### src/rtl/reg_bank16_pkg.sv
// Shared definitions for the general-purpose register bank: default widths,
// register count, register-index type and the R0 index constant.
package reg_bank16_pkg;

  localparam int DW_DEF    = 16;
  localparam int AW_DEF    = 4;
  localparam int REG_COUNT = 16;

  typedef logic [AW_DEF-1:0] reg_idx_t;

  localparam reg_idx_t R0_IDX = '0;

endpackage : reg_bank16_pkg

### src/rtl/reg_read_mux.sv
// 16:1 combinational read select used by each read port of the register bank.
module reg_read_mux
  import reg_bank16_pkg::*;
#(
  parameter int DW = DW_DEF
) (
  input  logic [DW-1:0] regs_i [REG_COUNT],
  input  reg_idx_t      sel_i,
  output logic [DW-1:0] data_o
);

  // Pure select; an out-of-table index (not reachable at AW=4) reads as zero.
  always_comb begin
    data_o = '0;
    case (sel_i)
      4'd0:    data_o = regs_i[0];
      4'd1:    data_o = regs_i[1];
      4'd2:    data_o = regs_i[2];
      4'd3:    data_o = regs_i[3];
      4'd4:    data_o = regs_i[4];
      4'd5:    data_o = regs_i[5];
      4'd6:    data_o = regs_i[6];
      4'd7:    data_o = regs_i[7];
      4'd8:    data_o = regs_i[8];
      4'd9:    data_o = regs_i[9];
      4'd10:   data_o = regs_i[10];
      4'd11:   data_o = regs_i[11];
      4'd12:   data_o = regs_i[12];
      4'd13:   data_o = regs_i[13];
      4'd14:   data_o = regs_i[14];
      4'd15:   data_o = regs_i[15];
      default: data_o = '0;
    endcase
  end

endmodule : reg_read_mux

### src/rtl/reg_bank16.sv
// 16 x 16-bit architectural register bank: one write port, two combinational
// read ports with optional write-to-read bypass, and a per-register busy
// scoreboard (set on issue, cleared on write-back, issue wins on collision).
// busy_vec exposes the scoreboard state directly for checkers.
module reg_bank16
  import reg_bank16_pkg::*;
#(
  parameter int DW      = DW_DEF,
  parameter int AW      = AW_DEF,
  parameter bit BYPASS  = 1'b1,
  parameter bit ZERO_R0 = 1'b0
) (
  input  logic                 clk,
  input  logic                 rst_n,
  input  logic                 wr_en,
  input  logic [AW-1:0]        wr_addr,
  input  logic [DW-1:0]        wr_data,
  input  logic                 iss_en,
  input  logic [AW-1:0]        iss_addr,
  input  logic [AW-1:0]        rd_a_addr,
  output logic [DW-1:0]        rd_a_data,
  output logic                 rd_a_busy,
  input  logic [AW-1:0]        rd_b_addr,
  output logic [DW-1:0]        rd_b_data,
  output logic                 rd_b_busy,
  output logic [REG_COUNT-1:0] busy_vec
);

  // With ZERO_R0 the R0 bit is masked out of every write and scoreboard update.
  localparam logic [REG_COUNT-1:0] KEEP_MASK =
    ZERO_R0 ? ~REG_COUNT'(1) : {REG_COUNT{1'b1}};

  logic [DW-1:0]        regs_q [REG_COUNT];
  logic [DW-1:0]        regs_d [REG_COUNT];
  logic [REG_COUNT-1:0] busy_q, busy_d;
  logic [REG_COUNT-1:0] set_v, clr_v;
  logic                 wr_drop;
  logic [DW-1:0]        mux_a, mux_b;
  logic                 byp_a, byp_b;

  assign wr_drop = ZERO_R0 && (wr_addr == R0_IDX);

  // Write decode: only the addressed register takes the write-back data.
  always_comb begin
    regs_d = regs_q;
    if (wr_en && !wr_drop) begin
      regs_d[wr_addr] = wr_data;
    end
  end

  // Register array; asynchronous reset clears every entry.
  always_ff @(posedge clk or negedge rst_n) begin
    if (!rst_n) begin
      for (int i = 0; i < REG_COUNT; i++) begin
        regs_q[i] <= '0;
      end
    end else begin
      regs_q <= regs_d;
    end
  end

  // Scoreboard next state: a new producer (set) beats a write-back (clr).
  always_comb begin
    set_v  = iss_en ? (REG_COUNT'(1) << iss_addr) : '0;
    clr_v  = wr_en  ? (REG_COUNT'(1) << wr_addr)  : '0;
    busy_d = (set_v | (busy_q & ~clr_v)) & KEEP_MASK;
  end

  // Scoreboard flops.
  always_ff @(posedge clk or negedge rst_n) begin
    if (!rst_n) begin
      busy_q <= '0;
    end else begin
      busy_q <= busy_d;
    end
  end

  assign busy_vec = busy_q;

  reg_read_mux #(.DW(DW)) u_mux_a (
    .regs_i (regs_q),
    .sel_i  (rd_a_addr),
    .data_o (mux_a)
  );

  reg_read_mux #(.DW(DW)) u_mux_b (
    .regs_i (regs_q),
    .sel_i  (rd_b_addr),
    .data_o (mux_b)
  );

  // Bypass match per port; suppressed for R0 when it is hard-wired to zero and
  // while reset is held so reads stay zero regardless of wr_en.
  always_comb begin
    byp_a = BYPASS && rst_n && wr_en && (wr_addr == rd_a_addr)
            && !(ZERO_R0 && (rd_a_addr == R0_IDX));
    byp_b = BYPASS && rst_n && wr_en && (wr_addr == rd_b_addr)
            && !(ZERO_R0 && (rd_b_addr == R0_IDX));
  end

  // Read data and operand-busy per port.
  always_comb begin
    rd_a_data = byp_a ? wr_data : mux_a;
    rd_b_data = byp_b ? wr_data : mux_b;
    rd_a_busy = busy_q[rd_a_addr] & ~byp_a;
    rd_b_busy = busy_q[rd_b_addr] & ~byp_b;
  end

endmodule : reg_bank16
### config.mk
export PLATFORM = sky130hd
export DESIGN_NAME = reg_bank16
export DESIGN_NICKNAME = d
export VERILOG_FILES = /design/src/rtl/reg_bank16_pkg.sv /design/src/rtl/reg_read_mux.sv /design/src/rtl/reg_bank16.sv
export SDC_FILE = /design/constraint.sdc
export NUM_CORES = 1
export LEC_CHECK = 0
export CAP_MARGIN = 10
export CELL_PAD_IN_SITES_DETAIL_PLACEMENT = 1
export CELL_PAD_IN_SITES_GLOBAL_PLACEMENT = 1
export CORE_MARGIN = 2
export CORE_UTILIZATION = 29
export DETAILED_ROUTE_END_ITERATION = 10
export GPL_TIMING_DRIVEN = 0
export PLACE_DENSITY_LB_ADDON = 0.1
export SYNTH_ARGS = -nofsm -noshare
export SYNTH_HDL_FRONTEND = slang
export SYNTH_SLANG_ARGS = --single-unit
### constraint.sdc
create_clock -name clk -period 2.6 [get_ports clk]
set_clock_uncertainty 0.1 [all_clocks]
set_input_delay 0.26 -clock clk [delete_from_list [all_inputs] [get_ports clk]]
set_output_delay 0.26 -clock clk [all_outputs]
set_load 0.01 [all_outputs]
Yosys cells after proc, flatten, opt, wreduce, memory -nomap -nowiden
Index checks and enable logic that the tools add are counted.
Widths: inputs -> output; s select.
{"block": "totals", "reg_bits": 272, "inputBits": 36, "word_cells": 82}
{"block": "op_classes", "magnitude_cmp": 4, "n_eq_ne": 32, "n_shift": 2, "muxes": 13, "bitwise": 8, "reduce_logical": 6}
{"op": "$pmux 16 s16", "n": 2}
{"op": "$bwmux 256", "n": 1}
{"op": "$mux 16", "n": 5}
{"op": "$demux 16 s4", "n": 1}
{"op": "$eq 4x4->1 const B", "n": 16}
{"op": "$eq 4x3->1 const B", "n": 8}
{"op": "$shl 1x4->16 const A", "n": 2}
{"op": "$and 16x16->16", "n": 1}
{"op": "$eq 4x2->1 const B", "n": 4}
{"op": "$not 16->16", "n": 1}
{"op": "$or 16x16->16", "n": 1}
{"op": "$lt 4x5->1 const B", "n": 2}
{"op": "$bmux 1 s4", "n": 2}
{"op": "$eq 4x1->1 const B", "n": 2}
{"op": "$eq 4x4->1", "n": 2}
{"op": "$logic_not 4->1", "n": 2}
{"op": "$ge 5x5->1 const B", "n": 1}
{"op": "$lt 5x1->1 const B", "n": 1}
{"op": "$not 4->5", "n": 1}
{"op": "$logic_and 1x1->1", "n": 4}
{"op": "$and 1x1->1", "n": 2}
{"op": "$mux 1", "n": 2}
{"op": "$not 1->1", "n": 2}

Depth between registers and ports, before layout
Gate-level depths: netlist (run 1).
{"block": "depth", "ltp_word": 6, "depth_mapped": 8, "mapped_depth_nobuf": 5}

Hierarchy
Synthesis (run 1) repeated with hierarchy kept, for this count alone.
{"block": "unflattened", "hier_cells": 1362, "hier_area_um2": 15588.7}
{"module": "reg_bank16", "n_inst": 1, "cells_per_inst": 710, "area_each_um2": 11219.5, "seq_area_each_um2": 6806.5}
{"module": "reg_read_mux", "n_inst": 2, "cells_per_inst": 326, "area_each_um2": 2184.6, "seq_area_each_um2": 0.0}

Worst setup path before layout (run 1)
Ideal clock, no wire load.
{"block": "synth_timing", "path_kind": "input port to output port", "start": "input rd_a_addr[0]", "end": "output rd_a_data[10]", "arrival_ps": 1681, "setup_slack_ps": 559, "stages": 7, "path_cell_list": "buf_6 > buf_8 > mux4_2 > nand2_1 > o2111ai_1 > a2111oi_2 > o31ai_1"}
{"block": "synth_via", "elab_chain_cells": 3, "word_cells_on_any_way": 20}
{"item": "start: declaration", "line_no": "reg_bank16.sv:20", "rtl": "input logic [AW-1:0] rd_a_addr,"}
{"item": "$eq 4x4->1 (tied with other cells)", "line_no": "reg_read_mux.sv:15", "rtl": "case (sel_i)"}
{"item": "$pmux 16 s16 or $logic_and 1x1->1 (tied branches)", "line_no": "reg_read_mux.sv:15, reg_bank16.sv:95"}
{"item": "$mux 16 *", "line_no": "reg_bank16.sv:103", "rtl": "rd_a_data = byp_a ? wr_data : mux_a;"}
{"item": "end: declaration", "line_no": "reg_bank16.sv:21", "rtl": "output logic [DW-1:0] rd_a_data,"}
Every way passes the cells marked *; elsewhere a longest branch is shown, timed or not.

Worst setup path after layout (run 1)
{"block": "layout_timing", "start": "register regs_q[2] (netlist bit)", "end": "output rd_b_data[2]"}
{"block": "layout_via", "elab_chain_cells": 2}
{"item": "start: declaration", "line_no": "reg_bank16.sv:33", "rtl": "logic [DW-1:0] regs_q [REG_COUNT];"}
{"item": "start signal: assignment", "line_no": "reg_bank16.sv:58", "rtl": "regs_q <= regs_d;"}
{"item": "$pmux 16 s16", "line_no": "reg_read_mux.sv:15"}
{"item": "$mux 16", "line_no": "reg_bank16.sv:104", "rtl": "rd_b_data = byp_b ? wr_data : mux_b;"}
{"item": "end: declaration", "line_no": "reg_bank16.sv:24", "rtl": "output logic [DW-1:0] rd_b_data,"}
No other way between the ends.

==> impl_metrics.py, run 1 <==
metrics = {
    "run_status": {
        "status": "finished with violations",
        "failed_checks": "setup timing",
    },
    "yosys": {
        "synth_top_family_by_area": "multiplexers",
        "ys_seq_elements": 272,
        "compound_cell_area_share_of_the_yosys_netlist_pct": 17.1,
        "syn-mean-instance-area_sq_um": 11.2,
        "yosysWarnings": 0,
        "yosys_most_used_dff": "dfrtp_1",
        "syn_nets": 1403,
        "synth_enable_flop_cells": 0,
        "post_synth_inst_count": 1367,
        "asr_flop_ratio_synth_pct": 100,
        "post_synth_num_cell_types": 70,
        "synth_adder_area_share_pct": 0,
        "syn_area_sq_um": 15300,
        "post_synth_mux_area_share_pct": 23.8,
        "synth_sequential_area_ratio_pct": 44.4,
        "synth-xor-area-share_pct": 0.457,
        "post_synth_and_or_nand_nor_area_fraction_pct": 9.81,
    },
    "placement": {
        "place_worst_setup_slack_ps": -2210,
        "port-buffer-count": 79,
        "dpl.cell_count": 2139,
        "dpl.hpwl_microns": 53100,
        "post_dp_cell_area_sq_um": 17100,
        "globalplace.congestion": 0.914,
    },
    "floorplanning": {
        "floorplan.core_area_sq_um": 52400,
        "die_width_microns": 234,
        "std_cell_rows": 84,
        "top_level_ports": 86,
        "die_span_y_microns": 234,
        "floorplan.initialDensity_pct": 29.2,
        "dieArea_sq_um": 54700,
    },
    "sta": {
        "timing.final.crit_period_ps": 2610,
        "rsz0062_at_grt": "yes",
        "finalSetupViolations": 1,
        "timing_hold_violations_final": 0,
        "clock.fmax_mhz": 383,
        "timing.final.crit_share_pct": 100,
        "timing.final.max_slew_violations": 0,
        "final.setup.worst_slack_ps": -9.92,
        "worst-slew-pin-transition_ps": 998,
        "timing.max_slew.rel_slack_pct": 33.3,
    },
    "global_route": {
        "grt-ovfl-total": 0,
        "first_global_vias": 14400,
        "grtUsageTotal_pct": 31.2,
        "grt_pass1_wl_microns": 117000,
        "grt_start_max_net_pins": 111,
        "number_of_antenna_violations_at_the_first_check_in_global_routing": 0,
    },
    "detailed_routing": {
        "routed_wl_microns": 85100,
        "drt_iter0_markers": 1619,
        "route.antenna.remaining_nets": 0,
        "post-route-drc-count": 0,
        "routed_vias_inst": 6.12,
        "drt_first_pass_iters": 5,
        "avg_wl_per_cell_microns": 37.4,
        "route.vias.total": 13900,
    },
    "pwr": {
        "p_clk_share_pct": 33.2,
        "ir_drop_mv": 0.391,
        "switching_share_pct": 32.3,
        "combinationalPowerShare_pct": 26.0,
        "static-leakage-power_nw": 8.31,
        "power_report.internal_total_mw": 10.2,
        "pwr_density_cell_nw_per_um2": 736,
        "share_seq_of_total_power_pct": 40.8,
        "total_switching_power_mw": 4.87,
    },
    "clock_tree": {
        "tritoncts": "built",
        "cts_buffers": 36,
        "insertion_delay_ps": 560,
        "clk_pin_slew_ps": 50,
        "tritoncts_num_sinks": 272,
        "root_buffer": "clkbuf_16",
        "htree_num_levels": 2,
        "ctsLongestPathBuffers": 3,
    },
    "critical_path": {
        "worst-setup-path-type": "flip-flop to output pin",
        "timing.critical_path.from": "regs_q[2]",
        "end_kind": "output pin",
        "start_kind": "flip-flop",
        "critical_path.max_fanout": 3,
        "timing.critical_path.required_ps": 2240,
        "worst_ep_arrival_time_ps": 2250,
        "r2r_setup_slack_ps": 1540,
        "worst_r2r_startpoint": "busy_vec[4]",
    },
    "finish": {
        "design.final.nets": 1602,
        "diodes": 0,
        "multiInputGateArea_sq_um": 8640,
        "area_delta_synth_final_pct": 33.3,
        "finalInstanceArea_sq_um": 20400,
        "layout.cells.non_filler": 2277,
        "final.fill_count": 5528,
        "drive_above_1_share_pct": 41.9,
        "ff_latch_area_sq_um": 6810,
    },
    "worst_hold_path": {
        "hp-start": "iss_addr[2]",
        "worstHoldPathType": "input port to flip-flop",
    },
    "run": {
        "drv.max_cap_violation_count": 0,
    },
}
## Yosys cell counts, types with 5 or more instances
library cell,instances,area (sq um)
a21oi_1,6,30.0
a221o_1,12,120
a22o_1,27,236
a22oi_1,102,766
a31oi_1,6,37.5
a32o_1,5,50.1
a32oi_1,5,43.8
and2_1,5,31.3
and4_1,8,70.1
buf_2,68,340
buf_4,7,52.6
clkbuf_1,49,184
dfrtp_1,272,6810
inv_1,18,67.6
mux2_1,20,225
mux2_2,248,2790
mux2i_1,22,220
mux4_2,18,405
nand2_1,74,278
nand2b_1,13,81.3
nand3_1,25,125
nand3b_1,7,52.6
nand4_1,8,50.1
nor2_1,59,221
nor2b_1,36,225
nor3_1,13,65.1
nor4_1,8,50.1
o2111ai_1,8,70.1
o21ai_0,35,175
o22ai_1,38,238
o2bb2ai_1,37,324
o31ai_1,33,248
xor2_1,6,52.6
## layer usage
| layer | track usage [%] | wire length, microns | vias to the layer above |
|---|---|---|---|
| met1 | 41.2 | 36000 | 7398 |
| met3 | 5.20 | 5920 | 226 |
| li1 | - | - | 5629 |
| met5 | 0 | 0 | - |
| met4 | 16.6 | 5110 | 0 |
| met2 | 48.9 | 38000 | 690 |
## worst max-delay path, stage by stage (launching register included)
cell and delay (ps):
dfrtp_1 400, mux4_2 510, nand2_1 100, o211ai_1 100
nor4_2 300, o31ai_4 120, buf_2 160
## state kept, by name (all words and copies together) (netlist names)
name / flops
busy_vec: 16
regs_q: 256
## area by class of cell
class | instances | share of cell area [%]
plain buffers | 125 | 6.62
clock inverters | 8 | 0.349
well taps | 688 | 4.21
repair buffers | 165 | 7.62
flip-flops and latches | 272 | 33.3
multi-input cells | 947 | 42.3
clock buffers | 53 | 5.22
inverters | 19 | 0.398
## power groups by stage
| stage | Combinational, mW | Clock (mW) | Sequential [mW] |
|---|---|---|---|
| after detailed placement | 3.34 | 0 | 6.16 |
| after global placement | 3.27 | 0 | 6.14 |
| after global routing | 4.15 | 5.22 | 6.25 |
| after floorplan | 2.04 | 0 | 5.85 |
| final | 3.92 | 4.99 | 6.14 |
| after CTS | 3.82 | 5.06 | 6.08 |
## worst paths after layout
path,endpoint,depth (start not counted)
max in group asynchronous,regs_q[229],5
max,rd_b_data[2],6
max reg2reg,busy_vec[4],3
min,busy_vec[5],3
min in group asynchronous,regs_q[48],2
min reg2reg,regs_q[166],1
## metrics by stage
stage	hold WS (ps)	util (%)	setup TNS, ps	power [mW]
after floorplan	-136	-	0	7.89
after global routing	128	39.0	-320	15.6
after global placement	395	32.4	-3730280	9.42
after detailed placement	287	32.6	-143260	9.51
final	76.4	39.0	-9.92	15.0
after CTS	-443	38.5	-158	15.0
## what timing repair did
action | 4_1_cts | 5_1_grt
pin swaps | 48 | 21
cloned | 3 | 2
setup endpoints to repair | 77 | 46
gates resized for setup | 478 | 55
setup buffers | 68 | 5
endpoints found under the hold margin | 101 | 162
## cells in the final DEF, fill, tap and decap left out, drive strengths merged, types with 22 or more instances in the layout
cell and instances:
nand2 74, dfrtp 272, nand3 25, nor2 63
clkdlybuf4s50 34, o21ai 36, mux2i 22, o2bb2ai 37
mux2 268, buf 188, a22oi 102, clkbuf 102
a22o 27, o31ai 33, o22ai 38, nor2b 37
## logic make-up (layout without fill, tap and decap cells)
family	Yosys count	after routing
compound gates	345	345
mux	308	308
simple gates	286	286
flops	272	272
buf+inv	148	370
xor+xnor	8	8
No activity file was read; power rests on OpenSTA's default activity.
==> inputs of run 2 (changes only) <==
- ABC_AREA: default -> 1
- CAP_MARGIN: 10 -> 20
==> impl_metrics.py, run 2 <==
metrics = {
    "run_status": {
        "status": "complete, no violations",
    },
    "sta": {
        "timing.final.max_slew_violations": 0,
        "finalSetupViolations": 0,
        "timing_hold_violations_final": 0,
        "worst-slew-pin-transition_ps": 1140,
        "clock.fmax_mhz": 393,
        "timing.final.crit_share_pct": 98.0,
        "rsz0062_at_grt": "yes",
        "timing.final.crit_period_ps": 2550,
        "timing.max_slew.rel_slack_pct": 24.0,
        "whs_ps": 224,
    },
    "placement": {
        "dpl.hpwl_microns": 60600,
        "globalplace.congestion": 0.891,
        "port-buffer-count": 80,
    },
    "finish": {
        "drive_above_1_share_pct": 11.3,
        "area_delta_synth_final_pct": 26.1,
        "utilization_after_layout_pct": 36.9,
        "final_cell_mix": "805 x nand2_1, 312 x nand3_1, 272 x dfrtp_1",
        "final.fill_count": 6533,
        "layout.cells.most_common": "nand2_1",
        "largest-register": "regs_q",
        "design.final.nets": 2463,
        "largest_reg_flops": 256,
        "diodes": 0,
    },
    "clock_tree": {
        "tritoncts_num_sinks": 272,
        "insertion_delay_ps": 560,
        "ctsLongestPathBuffers": 3,
        "tritoncts": "built",
        "cts_buffers": 36,
        "root_buffer": "clkbuf_16",
        "clk_pin_slew_ps": 60,
        "htree_num_levels": 2,
    },
    "yosys": {
        "yosys_most_used_dff": "dfrtp_1",
        "syn_nets": 2313,
        "synth_largest_type_area_fraction_pct": 44.3,
        "post_synth_num_cell_types": 27,
        "post_synth_top_cells": "826 x nand2_1, 312 x nand3_1, 272 x dfrtp_1",
        "post_synth_inst_count": 2277,
        "synth_sequential_area_ratio_pct": 44.3,
        "synth_enable_flop_cells": 0,
        "syn_area_sq_um": 15300,
        "asr_flop_ratio_synth_pct": 100,
        "synthTopCellsByArea": "dfrtp_1 44%, nand2_1 20%, nand3_1 10%, o21ai_0 7.3%, nor2_1 6.6%",
        "most_common_cell_in_the_netlist": "nand2_1",
        "yosysWarnings": 0,
        "syn-mean-instance-area_sq_um": 6.74,
        "yosys.area.top_type": "dfrtp_1",
        "ys_seq_elements": 272,
    },
    "run": {
        "drv.max_cap_violation_count": 0,
    },
    "detailed_routing": {
        "routed_wl_microns": 83600,
        "route.vias.total": 17000,
        "drt_first_pass_iters": 6,
        "route.antenna.remaining_nets": 0,
        "avg_wl_per_cell_microns": 26.6,
        "routed_vias_inst": 5.42,
        "post-route-drc-count": 0,
        "drt_iter0_markers": 1564,
    },
    "critical_path": {
        "critical_path.max_fanout": 10,
        "worst_r2r_startpoint": "busy_vec[13]",
        "r2r_end": "busy_vec[13]",
        "r2r_setup_slack_ps": 1720,
        "ff2ff_path_depth": 2,
        "timing.critical_path.from": "rd_b_addr[3]",
        "worst-setup-path-type": "input port to output pin",
        "worst_ep_arrival_time_ps": 2190,
        "timing.critical_path.required_ps": 2240,
        "start_kind": "input port",
        "end_kind": "output pin",
        "cp-endpoint": "rd_b_data[0]",
    },
    "floorplanning": {
        "die_width_microns": 234,
        "floorplan.core_area_sq_um": 52400,
        "top_level_ports": 86,
        "dieArea_sq_um": 54800,
        "std_cell_rows": 84,
        "die_span_y_microns": 234,
        "floorplan.initialDensity_pct": 29.3,
    },
    "worst_hold_path": {
        "hp-start": "wr_addr[2]",
        "worstHoldPathType": "input port to flip-flop",
    },
    "pwr": {
        "pwr_density_cell_nw_per_um2": 720,
        "static-leakage-power_nw": 9.97,
        "ir_drop_mv": 0.336,
    },
    "global_route": {
        "grt_pass1_wl_microns": 120000,
        "grt_start_max_net_pins": 102,
        "grt-ovfl-total": 0,
        "number_of_antenna_violations_at_the_first_check_in_global_routing": 0,
        "first_global_vias": 17100,
        "grtUsageTotal_pct": 30.9,
    },
}
## run 2: cell types whose count changed after synthesis, sizes merged, moves of 100 or more
cell,delta
nand2,+753
nor2,+221
o21ai,+211
mux2,-268
a22oi,-100
nand3,+287
## run 2: final cells by class
type	instances	area [sq um]	area share (%)
repair buffers	112	1220	6.28
plain buffers	153	1090	5.63
clock inverters	5	36.3	0.187
multi-input cells	1773	7880	40.7
flip-flops and latches	272	6810	35.2
inverters	79	309	1.60
well taps	688	861	4.45
clock buffers	59	1160	5.99
## run 2: how the worst min path moves through the flow
| stage | end | depth (start not counted) |
|---|---|---|
| after CTS | busy_vec[13] | 4 |
| after detailed placement | busy_vec[9] | 1 |
| after floorplan | busy_vec[0] | 0 |
| after global placement | regs_q[243] | 2 |
| final | busy_vec[13] | 4 |
| after global routing | busy_vec[9] | 3 |
## run 2: critical path, cell delays in order
cell	delay, ps
buf_4	170
inv_1	110
nor2_4	250
clkbuf_4	310
nand3_1	110
nand2_1	110
nor2_2	60
nand2_1	130
o21ai_2	90
nand2_1	60
clkdlybuf4s50_1	520
## run 2: logic make-up after synthesis
| logic type | after synthesis | synth area share [%] |
|---|---|---|
| AO/OA/AOI/OAI | 327 | 10.8 |
| XOR/XNOR | 2 | 0.114 |
| buffers and inverters | 232 | 6.29 |
| flip-flops | 272 | 44.3 |
| AND/OR/NAND/NOR | 1444 | 38.5 |
## run 2: repair_timing
item | CTS | global route
pin swaps | 18 | 3
hold buffers | 2 | 0
gates resized for setup | 294 | 34
setup buffers | 25 | 1
endpoints found under the setup margin | 34 | 25
cloned | 1 | 0
endpoints found under the hold margin | 75 | 0
## run 2: per-layer routing
| metal | GRT usage (%) | share of wire, % | wire length [microns] | up-vias |
|---|---|---|---|---|
| li1 | - | - | - | 7622 |
| met1 | 42.1 | 44 | 37100 | 8634 |
| met2 | 48.5 | 45 | 37300 | 603 |
| met3 | 4.95 | 6.6 | 5510 | 150 |
| met4 | 12.9 | 4.4 | 3660 | 0 |
| met5 | 0 | 0 | 0 | - |
## run 2: stage by stage
stage	std cells	total power [mW]	setup TNS, ps	instance area, sq um	worst slack, ps
3_3_place_gp	3045	8.56	-3644430	17000	-11980
6_report	3141	13.9	0	19400	52.6
2_1_floorplan	2277	7.21	0	15300	880
3_5_place_dp	3048	8.68	-41900	17100	-1070
5_1_grt	3141	14.6	-23.9	19400	-23.9
4_1_cts	3140	14.0	0	19300	6.01
## run 2: power breakdown
part	internal, mW	switching [mW]	leakage [nW]
logic	1.06	1.78	6.02
clock network	3.04	2.12	0.594
registers	5.15	0.796	3.36
==> inputs of run 3 (changes only) <==
- CORE_UTILIZATION: 29 -> 47
- HOLD_SLACK_MARGIN: default -> 0.08
==> impl_metrics.py, run 3 (same netlist as run 2, synthesis figures left out) <==
metrics = {
    "floorplanning": {
        "floorplan.core_area_sq_um": 32400,
        "dieArea_sq_um": 34100,
        "die_span_y_microns": 185,
        "std_cell_rows": 66,
        "top_level_ports": 86,
        "floorplan.initialDensity_pct": 47.4,
        "die_width_microns": 185,
    },
    "detailed_routing": {
        "routed_wl_microns": 79900,
        "post-route-drc-count": 0,
        "drt_iter0_markers": 2156,
        "avg_wl_per_cell_microns": 27.6,
        "route.antenna.remaining_nets": 0,
        "routed_vias_inst": 6.34,
        "route.vias.total": 18400,
        "drt_first_pass_iters": 6,
    },
    "sta": {
        "timing.final.crit_share_pct": 102,
        "worst-slew-pin-transition_ps": 1110,
        "timing.setup.tns_ps": -88.1,
        "rsz0062_at_grt": "yes",
        "final.setup.worst_slack_ps": -62.3,
        "timing.final.crit_period_ps": 2660,
        "timing.final.max_slew_violations": 0,
        "timing_hold_violations_final": 0,
        "timing.max_slew.rel_slack_pct": 26.2,
        "finalSetupViolations": 3,
        "clock.fmax_mhz": 376,
    },
    "finish": {
        "area_delta_synth_final_pct": 23.7,
        "ff_latch_area_sq_um": 6810,
        "design.final.nets": 2467,
        "multiInputGateArea_sq_um": 7840,
        "final_cell_mix": "805 x nand2_1, 312 x nand3_1, 272 x dfrtp_1",
        "final.fill_count": 4244,
        "drive_above_1_share_pct": 10.4,
        "utilization_after_layout_pct": 58.7,
        "finalInstanceArea_sq_um": 19000,
        "largest-register": "regs_q",
        "layout.cells.most_common": "nand2_1",
        "largest_reg_flops": 256,
    },
    "pwr": {
        "pwr_density_cell_nw_per_um2": 716,
        "static-leakage-power_nw": 10.0,
        "ir_drop_mv": 0.522,
        "total_power_mw": 13.6,
    },
    "global_route": {
        "grt_start_max_net_pins": 114,
        "grtUsageTotal_pct": 47.1,
        "number_of_antenna_violations_at_the_first_check_in_global_routing": 3,
        "grt_pass1_wl_microns": 116000,
        "first_global_vias": 18600,
        "grt-ovfl-total": 0,
    },
    "clock_tree": {
        "htree_num_levels": 2,
        "root_buffer": "clkbuf_16",
        "tritoncts": "built",
        "ctsLongestPathBuffers": 3,
        "cts_buffers": 34,
        "insertion_delay_ps": 520,
        "clk_pin_slew_ps": 60,
        "tritoncts_num_sinks": 272,
    },
    "placement": {
        "port-buffer-count": 80,
        "post_dp_cell_area_sq_um": 16800,
        "globalplace.congestion": 0.950,
        "dpl.hpwl_microns": 54900,
    },
    "run": {
        "drv.max_cap_violation_count": 0,
    },
    "worst_hold_path": {
        "worstHoldPathType": "input port to asynchronous set/reset pin",
    },
    "critical_path": {
        "start_kind": "input port",
        "timing.critical_path.required_ps": 2240,
        "end_kind": "output pin",
        "worst_ep_arrival_time_ps": 2300,
        "critical_path.max_fanout": 10,
        "worst-setup-path-type": "input port to output pin",
    },
    "run_status": {
        "status": "finished with violations",
        "failed_checks": "setup timing",
    },
}
==> run 3: final timing paths <==
path / startpoint / end / depth (start not counted) / slack, ps
hold reg to reg: regs_q[71] / regs_q[71] / 2 / 410
min in group clk: wr_addr[2] / busy_vec[13] / 4 / 320
max in group asynchronous: rst_n / regs_q[39] / 5 / 1180
setup / recovery: rd_b_addr[3] / rd_b_data[10] / 12 / -60
hold / removal: rst_n / regs_q[105] / 4 / 310
setup reg to reg: regs_q[112] / regs_q[112] / 2 / 1640
==> run 3: worst max-delay path, cell delays in order <==
cell	delay, ps
buf_4	180
inv_1	120
nor2_4	300
buf_6	220
buf_6	220
nand3_1	100
nand2_1	80
nor2_1	50
nand2_1	90
o21ai_1	80
nand2_1	60
clkdlybuf4s50_1	520
==> run 3: where the power goes <==
| part | leakage [nW] | internal, mW | switching, mW |
|---|---|---|---|
| registers | 3.36 | 5.14 | 0.870 |
| logic | 6.13 | 1.08 | 1.83 |
| clock network | 0.514 | 2.70 | 1.97 |
| total | 10.0 | 8.93 | 4.68 |
==> run 3: layer usage <==
| metal | up-vias | GRT usage (%) | wire, microns |
|---|---|---|---|
| met5 | - | 1.48 | 65 |
| met4 | 2 | 33.8 | 6860 |
| met3 | 388 | 12.5 | 9140 |
| met2 | 1312 | 71.4 | 34600 |
| met1 | 9003 | 58.0 | 29200 |
| li1 | 7663 | - | - |
==> run 3: layout make-up <==
class,count,share of cell area [%]
antenna,3,0.0395
buffer,153,5.45
clock buffer,47,5.11
clock inverter,9,0.435
inverter,79,1.63
multi-input combinational,1773,41.3
sequential,272,35.8
tap,442,2.91
timing repair buffer,118,7.29
==> run 3: stage by stage <==
stage / cells / worst slack, ps / hold slack (ps)
CTS: 2891 / -49.0 / 276
detailed placement: 2801 / -1140 / 136
global route: 2893 / -89.6 / 319
global placement: 2799 / -10860 / 381
floorplan: 2277 / 880 / -136
finish: 2896 / -62.3 / 312
==> run 3: what timing repair did <==
action                                  in CTS  in global routing
setup buffers                               23                  2
endpoints found under the setup margin      34                 46
gates cloned                                 4                  0
endpoints found under the hold margin      272                  0
pin swaps                                   16                  6
hold buffers                                 7                  0
gates resized for setup                    235                 67
